<file path="src/rtl/ram_arbiter.sv">
// Three-way arbiter for one single-port synchronous RAM: video > (promoted loader) > CPU > loader.
// One access in flight; each access occupies IDLE-grant, RAM_LAT ACCESS cycles and one DONE cycle.
module ram_arbiter #(
  parameter int AW      = 17,
  parameter int RAM_LAT = 2,
  parameter int STARVE  = 8
) (
  input  logic          clock,
  input  logic          reset,
  input  logic          vidReq,
  input  logic [AW-1:0] vidA,
  output logic [7:0]    vidQ,
  output logic          vidAck,
  input  logic          cpuReq,
  input  logic          cpuWr,
  input  logic [AW-1:0] cpuA,
  input  logic [7:0]    cpuD,
  output logic [7:0]    cpuQ,
  output logic          cpuAck,
  input  logic          ldrReq,
  input  logic [AW-1:0] ldrA,
  input  logic [7:0]    ldrD,
  output logic          ldrAck,
  output logic [AW-1:0] ramA,
  output logic [7:0]    ramD,
  output logic          ramWe,
  input  logic [7:0]    ramQ,
  output logic          busy
);
  localparam logic [1:0] S_IDLE   = 2'd0;
  localparam logic [1:0] S_ACCESS = 2'd1;
  localparam logic [1:0] S_DONE   = 2'd2;

  localparam logic [1:0] O_NONE = 2'd0;
  localparam logic [1:0] O_VID  = 2'd1;
  localparam logic [1:0] O_CPU  = 2'd2;
  localparam logic [1:0] O_LDR  = 2'd3;

  localparam int         SW     = $clog2(STARVE + 1);
  localparam logic [2:0] LAT_M1 = 3'(RAM_LAT - 1);

  logic [1:0]    r_state;
  logic [1:0]    r_owner;
  logic          r_wr;
  logic [2:0]    r_cnt;
  logic [SW-1:0] r_starve;
  logic          w_promote;
  logic [1:0]    w_grant;

  assign busy      = (r_state != S_IDLE);
  assign w_promote = (r_starve == SW'(STARVE));

  always_comb begin
    w_grant = O_NONE;
    if (vidReq)                  w_grant = O_VID;
    else if (ldrReq && w_promote) w_grant = O_LDR;
    else if (cpuReq)             w_grant = O_CPU;
    else if (ldrReq)             w_grant = O_LDR;
  end

  always_ff @(posedge clock or negedge reset) begin
    if (!reset) begin
      r_state  <= S_IDLE;
      r_owner  <= O_NONE;
      r_wr     <= 1'b0;
      r_cnt    <= '0;
      r_starve <= '0;
      ramA     <= '0;
      ramD     <= '0;
      ramWe    <= 1'b0;
      vidQ     <= '0;
      cpuQ     <= '0;
      vidAck   <= 1'b0;
      cpuAck   <= 1'b0;
      ldrAck   <= 1'b0;
    end else begin
      vidAck <= 1'b0;
      cpuAck <= 1'b0;
      ldrAck <= 1'b0;
      ramWe  <= 1'b0;
      case (r_state)
        S_IDLE: begin
          if (w_grant != O_NONE) begin
            r_owner <= w_grant;
            r_cnt   <= LAT_M1;
            r_state <= S_ACCESS;
            case (w_grant)
              O_VID: begin
                ramA <= vidA;
                r_wr <= 1'b0;
              end
              O_CPU: begin
                ramA <= cpuA;
                r_wr <= cpuWr;
                if (cpuWr) begin
                  ramD  <= cpuD;
                  ramWe <= 1'b1;
                end
                // Loader lost this grant to the CPU: count toward promotion
                if (ldrReq && !w_promote) r_starve <= r_starve + SW'(1);
              end
              default: begin
                ramA     <= ldrA;
                ramD     <= ldrD;
                ramWe    <= 1'b1;
                r_wr     <= 1'b1;
                r_starve <= '0;
              end
            endcase
          end
        end
        S_ACCESS: begin
          if (r_cnt == 3'd0) r_state <= S_DONE;
          else               r_cnt   <= r_cnt - 3'd1;
        end
        S_DONE: begin
          case (r_owner)
            O_VID: begin
              vidAck <= 1'b1;
              vidQ   <= ramQ;
            end
            O_CPU: begin
              cpuAck <= 1'b1;
              if (!r_wr) cpuQ <= ramQ;
            end
            O_LDR:   ldrAck <= 1'b1;
            default: ;
          endcase
          r_owner <= O_NONE;
          r_state <= S_IDLE;
        end
        default: r_state <= S_IDLE;
      endcase
    end
  end
endmodule

</file>
<file path="config.mk">
export PLATFORM = sky130hd
export DESIGN_NAME = ram_arbiter
export DESIGN_NICKNAME = d
export VERILOG_FILES = /design/src/rtl/ram_arbiter.sv
export SDC_FILE = /design/constraint.sdc
export NUM_CORES = 1
export LEC_CHECK = 0
export CORE_UTILIZATION = 35
export CTS_BUF_LIST = sky130_fd_sc_hd__clkbuf_8
export CTS_CLUSTER_SIZE = 8
export DETAILED_ROUTE_END_ITERATION = 12
export PLACE_DENSITY_LB_ADDON = 0.1
export SLEW_MARGIN = 20
export SYNTH_ARGS = -nofsm -noshare
export SYNTH_HDL_FRONTEND = slang
export SYNTH_SLANG_ARGS = --single-unit
</file>
<file path="constraint.sdc">
create_clock -name clock -period 2.9 [get_ports clock]
set_clock_uncertainty 0.05 [all_clocks]
set_input_delay 0.725 -clock clock [delete_from_list [all_inputs] [get_ports clock]]
set_output_delay 0.725 -clock clock [all_outputs]
set_load 0.01 [all_outputs]
</file>
==> results.ini <==
[run_status]
status = complete, no violations

[yosys]
syn_nets = 344
synth_edf_count = 0
synth-async-reset-ratio = 1.00
yosysWarnings = 0
synthCells = 257
syn_avg_cell_area_um2 = 10.4
ys_seq_area_frac = 0.534
yosys.cell_types.count = 36
synth.ff_latch_count = 57
synth_area_mm2 = 0.00267
synth_flop_cell = dfrtp_1

[sta]
worst_pin_slew_ns = 0.669
rsz0062_at_grt = no
drv_slew = 0
slew_headroom = 0.551
finalHoldWorstSlack_ns = 0.370
fmax_ghz = 0.390
finalCriticalPeriod_ns = 2.56
fin_crit_sh = 0.884
hold_viol = 0
final.setup.tns_ns = 0
setup_violations = 0

[worst_setup_path]
path_cells = clkdlybuf4s50_1 -> nand2_1 -> a21oi_1 -> inv_1 -> ha_1 -> or3_4 -> a21oi_2 -> a2bb2oi_1
worstPathRequired_ns = 3.09
arrival_ns = 2.75
crit_path_max_fanout = 8
cp_slowest_cell = clkdlybuf4s50_1
reg2reg_depth = 10
crit_cells = 8
cp_top_family = compound AO/OA/AOI/OAI gates
start_kind = input pin
timing_worst_setup_path_type = input pin to flop
end_kind = flop
slowest_delay_ns = 0.52
cp_num_buf_inv = 2

[placed_design]
dp_cells = 476
port_buffers = 126
place_congestion = 0.697
place_hpwl_um = 5040

[clocking]
cts_buffers = 9
clock-sinks = 57
cts_buffer_depth = 2
cts_tree = built
clk_pin_slew_worst_paths_ns = 0.06
clk_latency_ns = 0.33
postCtsSetupBuffers = 0
ctsHtreeMaxLevel = 3
cts_resized = 0
root_buffer = clkbuf_8
ctsHoldBuffers = 0

[finish]
multi_input_area_mm2 = 0.00115
ff_latch_area_mm2 = 0.00143
nNetsFinal = 475
drive_gt1_frac = 0.125
n_antenna_cell = 0
most-common-layout-cells = clkdlybuf4s50_1 (125), dfrtp_1 (57), nand2_1 (24)
area_growth_pct = 60.0
fillers = 673
final_common_cell = clkdlybuf4s50_1
instances_no_fill = 491

[grt]
grt_antenna_before_repair = 0
grt_pass1_wl_um = 10700
grt_overflow = 0
grtUsageTotal = 0.179
grt_pass1_vias = 2241
grt_max_degree = 35

[worst_hold_path]
hold_class = input pin to asynchronous set/reset pin

[floorplan]
start_util = 0.364
core_mm2 = 0.00733
die-area_mm2 = 0.00798
dieHeight_um = 89.3
row_count = 31
pin_count = 127
fp.dieW_um = 89.3

[power]
leakage_nw = 1.83
p_switching_mw = 1.14
p_per_area_mw_per_mm2 = 829
combinationalPowerShare = 0.458
ir_drop_uv = 343
p_seq_frac = 0.369
p_sw_frac = 0.323
internal_power_mw = 2.40
p_clk_frac = 0.173

[run]
drv_cap = 0

[routing]
wl_per_cell_um = 13.7
ant_nets = 0
drt-pass1-iter-count = 4
viasPerCell = 4.78
finalWirelength_um = 6710
vias = 2348
drc = 0
initialDrtViolationCount = 89

## cells in the mapped netlist, types with 3 or more instances
| cell | n | area share |
|---|---|---|
| nand3_1 | 4 | 0.0075 |
| ha_1 | 6 | 0.028 |
| nor2b_1 | 3 | 0.0070 |
| a22oi_1 | 17 | 0.048 |
| inv_1 | 8 | 0.011 |
| mux2_2 | 17 | 0.072 |
| buf_2 | 5 | 0.0094 |
| nand2_1 | 24 | 0.034 |
| o21ai_0 | 19 | 0.036 |
| a21oi_1 | 19 | 0.036 |
| dfrtp_1 | 57 | 0.53 |
| clkbuf_1 | 10 | 0.014 |
| o22ai_1 | 8 | 0.019 |
| a2bb2oi_1 | 9 | 0.030 |
| nor2_1 | 23 | 0.032 |
## power by group through the flow
stage	sequential (mW)	clock, mW	combinational (mW)
5_1_grt	1.35	0.682	1.79
4_1_cts	1.31	0.632	1.65
3_5_place_dp	1.32	0	1.64
3_3_place_gp	1.31	0	1.62
2_1_floorplan	1.44	0	0.648
6_report	1.31	0.613	1.62
## kinds of logic (layout without fill, tap and decap cells)
| family | count (synthesis) | after routing | synth area share |
|---|---|---|---|
| fa+ha+maj | 6 | 6 | 0.0281 |
| compound gates | 79 | 79 | 0.191 |
| buf+inv | 24 | 159 | 0.0361 |
| xor+xnor | 1 | 1 | 0.00328 |
| simple gates | 71 | 71 | 0.128 |
| mux | 19 | 19 | 0.0792 |
| flops | 57 | 57 | 0.534 |
## final timing paths
check                            start  endpoint  slack, ns
min reg2reg                    ramA[6]   ramA[6]       0.43
min                              reset   ramD[3]       0.37
max reg2reg                r_starve[0]   ramD[6]       0.48
max in group asynchronous        reset  ramA[10]       1.84
max                             cpuReq   ramD[6]       0.34
min in group clock             ramA[6]   ramA[6]       0.43
## metrics by stage
stage / power, mW / utilization / worst slack [ns] / instance area, um^2
detailed placement: 2.96 / 0.560 / 0.00254 / 4110
global placement: 2.93 / 0.560 / 0.0794 / 4110
CTS: 3.59 / 0.582 / 0.358 / 4270
floorplan: 2.09 / - / 0.632 / 2670
finish: 3.54 / 0.582 / 0.337 / 4270
global route: 3.82 / 0.582 / 0.173 / 4270
## worst register-to-register path: stages, from the launching register on
cell and delay, ns:
dfrtp_1 0.37, inv_1 0.08, ha_1 0.22, nand3b_1 0.11
nand2_1 0.06, a21oi_1 0.19, inv_1 0.07, ha_1 0.21
or3_4 0.42, a21oi_2 0.35, a2bb2oi_1 0.20
## per-layer routing
layer | global-route usage | up-vias | part of all wire
met4 | 0.0693 | 0 | 0.010
met2 | 0.293 | 69 | 0.49
li1 | - | 1183 | -
met5 | 0 | - | 0
met1 | 0.231 | 1090 | 0.45
met3 | 0.0388 | 6 | 0.048
## registers in the layout (all words and copies together) (netlist names), 2 cells and up
| signal | cells |
|---|---|
| r_state | 2 |
| cpuQ | 8 |
| r_owner | 2 |
| r_cnt | 3 |
| r_starve | 4 |
| vidQ | 8 |
| ramA | 17 |
| ramD | 8 |
## layout make-up
cell class | count | area share
flip-flops and latches | 57 | 0.334
repair buffers | 136 | 0.324
multi-input cells | 176 | 0.268
clock buffers | 10 | 0.0322
well taps | 99 | 0.0290
inverters | 8 | 0.00703
clock inverters | 5 | 0.00557
(Power assumes the default switching activity.)
